**src/rtl/freq_meter_400hz.sv**
```systemverilog
// Measures period and high time of an external square wave in clk cycles,
// flags the period against a 400 Hz window and detects loss of signal.
//
// state   | meaning
// IDLE    | waiting for the first rising edge, cnt held at 0
// MEASURE | counting cycles since the last rising edge
module freq_meter_400hz #(
  parameter int W               = 32,
  parameter int EXPECTED_PERIOD = 67500,
  parameter int TOLERANCE       = 675,
  parameter int TIMEOUT         = 135000
) (
  input  logic         clk,
  input  logic         rst,
  input  logic         sig_in,
  output logic [W-1:0] period,
  output logic [W-1:0] high_time,
  output logic         meas_valid,
  output logic         in_range,
  output logic         timeout
);

  typedef enum logic {IDLE, MEASURE} state_t;

  localparam logic signed [W:0] EXP_S = (W+1)'(EXPECTED_PERIOD);
  localparam logic signed [W:0] TOL_S = (W+1)'(TOLERANCE);
  localparam logic [W-1:0]      TO_CNT = W'(TIMEOUT);

  state_t         state;
  logic           s1, s2, s3;
  logic [W-1:0]   cnt;
  logic [W-1:0]   hi_lat;
  logic           rise, fall;
  logic signed [W:0] diff, mag;
  logic           in_tol;

  assign rise = s2 & ~s3;
  assign fall = ~s2 & s3;

  // Signed W+1-bit distance from nominal so cnt below EXPECTED_PERIOD cannot wrap.
  always_comb begin
    diff   = $signed({1'b0, cnt}) - EXP_S;
    mag    = (diff < 0) ? -diff : diff;
    in_tol = (mag <= TOL_S);
  end

  always_ff @(posedge clk or posedge rst) begin
    if (rst) begin
      s1         <= 1'b0;
      s2         <= 1'b0;
      s3         <= 1'b0;
      state      <= IDLE;
      cnt        <= '0;
      hi_lat     <= '0;
      period     <= '0;
      high_time  <= '0;
      meas_valid <= 1'b0;
      in_range   <= 1'b0;
      timeout    <= 1'b0;
    end else begin
      s1         <= sig_in;
      s2         <= s1;
      s3         <= s2;
      meas_valid <= 1'b0;
      case (state)
        IDLE: begin
          cnt <= '0;
          if (rise) begin
            state <= MEASURE;
            cnt   <= W'(1);
          end
        end
        MEASURE: begin
          // A rise on the timeout cycle still counts as a good measurement.
          if (rise) begin
            period     <= cnt;
            high_time  <= hi_lat;
            in_range   <= in_tol;
            meas_valid <= 1'b1;
            timeout    <= 1'b0;
            cnt        <= W'(1);
          end else if (cnt == TO_CNT) begin
            state   <= IDLE;
            cnt     <= '0;
            timeout <= 1'b1;
          end else begin
            cnt <= cnt + W'(1);
            if (fall) hi_lat <= cnt;
          end
        end
        default: begin
          state <= IDLE;
          cnt   <= '0;
        end
      endcase
    end
  end

endmodule

```
**config.mk**
```make
export PLATFORM = sky130hd
export DESIGN_NAME = freq_meter_400hz
export DESIGN_NICKNAME = d
export VERILOG_FILES = /design/src/rtl/freq_meter_400hz.sv
export SDC_FILE = /design/constraint.sdc
export NUM_CORES = 1
export LEC_CHECK = 0
export CAP_MARGIN = 20
export CORE_MARGIN = 3
export CORE_UTILIZATION = 40
export CTS_CLUSTER_DIAMETER = 100
export CTS_CLUSTER_SIZE = 24
export DETAILED_ROUTE_END_ITERATION = 10
export PLACE_DENSITY = 0.71
export SLEW_MARGIN = 20
export SYNTH_ARGS = -nofsm -noshare
export SYNTH_HDL_FRONTEND = slang
export SYNTH_SLANG_ARGS = --single-unit
```
**constraint.sdc**
```tcl
create_clock -name clk -period 4.2 [get_ports clk]
set_clock_uncertainty 0.2 [all_clocks]
set_input_delay 0.42 -clock clk [delete_from_list [all_inputs] [get_ports clk]]
set_output_delay 0.42 -clock clk [all_outputs]
set_load 0.005 [all_outputs]
```
==> impl_metrics.py <==
metrics = {
    "status": {
        "status": "completed",
    },
    "floorplanning": {
        "initial_core_util": 0.419,
        "die_w_um": 134,
        "fp-row-count": 45,
        "io_pins": 70,
        "dieArea_mm2": 0.0178,
        "core_area_mm2": 0.0155,
        "die_y_um": 134,
    },
    "clock_network": {
        "clk_latency_ps": 430,
        "cts_made_buffers": 17,
        "cts_setup_buffers": 0,
        "post_cts_resized": 0,
        "holdBufCountCts": 0,
        "clockBufferDepth": 2,
        "clkTransAtPathRegs_ps": 60,
        "root_buffer": "clkbuf_16",
        "clock_sinks": 135,
        "cts_tree": "done",
        "cts-htree-levels": 4,
    },
    "worst_setup_path": {
        "crit_end": "in_range",
        "r2r-end": "in_range",
        "crit_chain": "ha_1, o21ai_0, a21oi_1, buf_4, o31ai_1, and2_1, o21ai_0, mux2_2, o211a_1, nand4_1, o31ai_1",
        "r2r-start": "cnt[2]",
        "worst_r2r_path_depth": 11,
        "critPathLaunchType": "flop",
        "rrSetupSlack_ps": 470,
        "end_kind": "flop",
        "cp-startpoint": "cnt[2]",
        "cpPeakStageDelay_ps": 510,
        "arrival_ps": 3860,
        "path_max_fanout": 12,
        "cp_data_required_time_ps": 4330,
        "slowest_stage": "dfrtp_1",
        "path_class": "flop to flop",
    },
    "sta": {
        "fin_worst_hold_slack_ps": 155,
        "worst_slew_pin_slew_ps": 790,
        "period_needed_ps": 3730,
        "maxSlewHeadroom": 0.473,
        "drv_slew": 0,
        "fin_tns_setup_ps": 0,
        "finalSetupViolCount": 0,
        "finalHoldViolCount": 0,
        "period_share": 0.888,
        "fmax_ghz": 0.268,
        "rsz0062_at_grt": "no",
    },
    "power_and_ir_drop": {
        "pwr_density_cell_mw_per_mm2": 428,
        "p_sw_mw": 0.805,
        "swShare": 0.235,
        "p_int_mw": 2.62,
        "seq_power_share": 0.417,
        "p_clk_frac": 0.493,
        "p_comb_frac": 0.090,
        "leakagePower_nw": 3.78,
        "ir_worst_vdd_mv": 0.275,
    },
    "synthesis": {
        "synthCells": 714,
        "yosysWarningCount": 0,
        "synth_cell_type_count": 59,
        "synthArstFlopShare": 1.00,
        "ys_seq_area_frac": 0.519,
        "synth_fp_nets": 722,
        "yosys_most_used_dff": "dfrtp_1",
        "synth_area_mm2": 0.00651,
        "postSynthAreaPerCell_um2": 9.11,
        "synth-seq-cells": 135,
        "synth_edf_count": 0,
    },
    "job": {
        "cap_viol_max_count": 0,
    },
    "cells_and_area": {
        "final_layout_size_suffix_gt1_frac": 0.101,
        "layout_common_cells": "nand2_1 (213), dfrtp_1 (135), clkdlybuf4s50_1 (69)",
        "fin_util": 0.515,
        "antennaDiodeCount": 0,
        "instances_no_fill": 984,
        "syn_to_final_growth_pct": 23.1,
        "nets": 769,
        "layout_commonest_cell": "nand2_1",
    },
    "drt": {
        "vias": 4963,
        "drtIter0Drc": 259,
        "vias_per_cell": 5.04,
        "drc": 0,
        "antenna_left": 0,
        "wl_mm": 14.5,
        "wl_per_cell_um": 14.7,
        "drt_first_pass_iters": 5,
    },
    "grt": {
        "grt_pass1_vias": 4774,
        "grt_max_degree": 136,
        "grt-ovfl-total": 0,
        "grt_pass1_wl_mm": 24.6,
        "antenna_found_initial": 0,
        "track_usage": 0.170,
    },
    "placed_design": {
        "port_buffers": 69,
        "place.gp.congestion": 0.883,
        "placed_cells": 953,
        "post-dp-hpwl_mm": 9.45,
    },
    "hold_path": {
        "holdPathStages": 0,
        "worstHoldPathType": "flop to flop",
    },
}
final cells by class:
type	instances	area (um2)
Fill cell	1473	7530
Sequential cell	135	3380
Tap cell	211	264
Clock buffer	19	443
Inverter	12	48.8
Clock inverter	12	223
Multi-Input combinational cell	518	2880
Timing Repair Buffer	77	776
routing by layer:
| layer | vias up | wire, um | share of wire | global-route usage |
|---|---|---|---|---|
| li1 | 2447 | - | - | - |
| met1 | 2365 | 7470 | 0.52 | 0.254 |
| met2 | 127 | 6090 | 0.42 | 0.238 |
| met3 | 24 | 662 | 0.046 | 0.0419 |
| met4 | 0 | 230 | 0.016 | 0.0669 |
| met5 | - | 0 | 0 | 0 |
state kept, by name, indices dropped and copies added, names as in the netlist:
register    cells
high_time      32
hi_lat         32
meas_valid      1
cnt            32
s1              1
s3              1
state           1
in_range        1
s2              1
period         32
timeout         1
stage by stage:
step / area [um2] / total power, mW / setup slack (ps)
2_1_floorplan: 6510 / 1.64 / 1080
3_5_place_dp: 7340 / 1.76 / 502
3_3_place_gp: 7340 / 1.76 / 600
6_report: 8010 / 3.43 / 472
5_1_grt: 8010 / 3.56 / 118
4_1_cts: 8010 / 3.46 / 471
kinds of logic after synthesis:
logic type / share of synthesized area
simple gates: 0.235
flops: 0.519
compound gates: 0.0746
buf+inv: 0.0388
xor+xnor: 0.0700
mux: 0.0527
fa+ha+maj: 0.00962
power by group through the flow:
stage          logic [mW]  registers (mW)  clock network, mW
2_1_floorplan       0.210            1.43                  0
3_3_place_gp        0.313            1.45                  0
3_5_place_dp        0.311            1.45                  0
4_1_cts             0.314            1.43               1.71
5_1_grt             0.348            1.44               1.77
6_report            0.308            1.43               1.69
Yosys cell counts (9+ instances only):
library cell,n,area share
nor2_1,60,0.035
a21oi_1,9,0.0069
mux2_2,26,0.045
nand4_1,12,0.012
xor2_1,21,0.028
o21ai_0,34,0.026
clkbuf_1,35,0.020
nand2_1,214,0.12
nor3_1,14,0.011
xnor2_1,31,0.042
nand3_1,13,0.010
inv_1,11,0.0063
dfrtp_1,135,0.52
how the worst min path moves through the flow:
stage / start / end / slack [ps]
5_1_grt: s1 / s2 / 170
2_1_floorplan: s1 / s2 / 130
3_5_place_dp: s1 / s2 / 150
6_report: s1 / s2 / 150
4_1_cts: s1 / s2 / 160
3_3_place_gp: s1 / s2 / 130
critical path, delay by kind of cell (launching register included):
family / cells / cell delay, ps
AND/OR/NAND/NOR: 2 / 480
multiplexers: 1 / 260
buffers and inverters: 1 / 180
AO/OA/AOI/OAI: 6 / 1620
flip-flops: 1 / 510
adder cells (fa/ha/maj): 1 / 370
No activity file was read; power rests on OpenSTA's default activity.
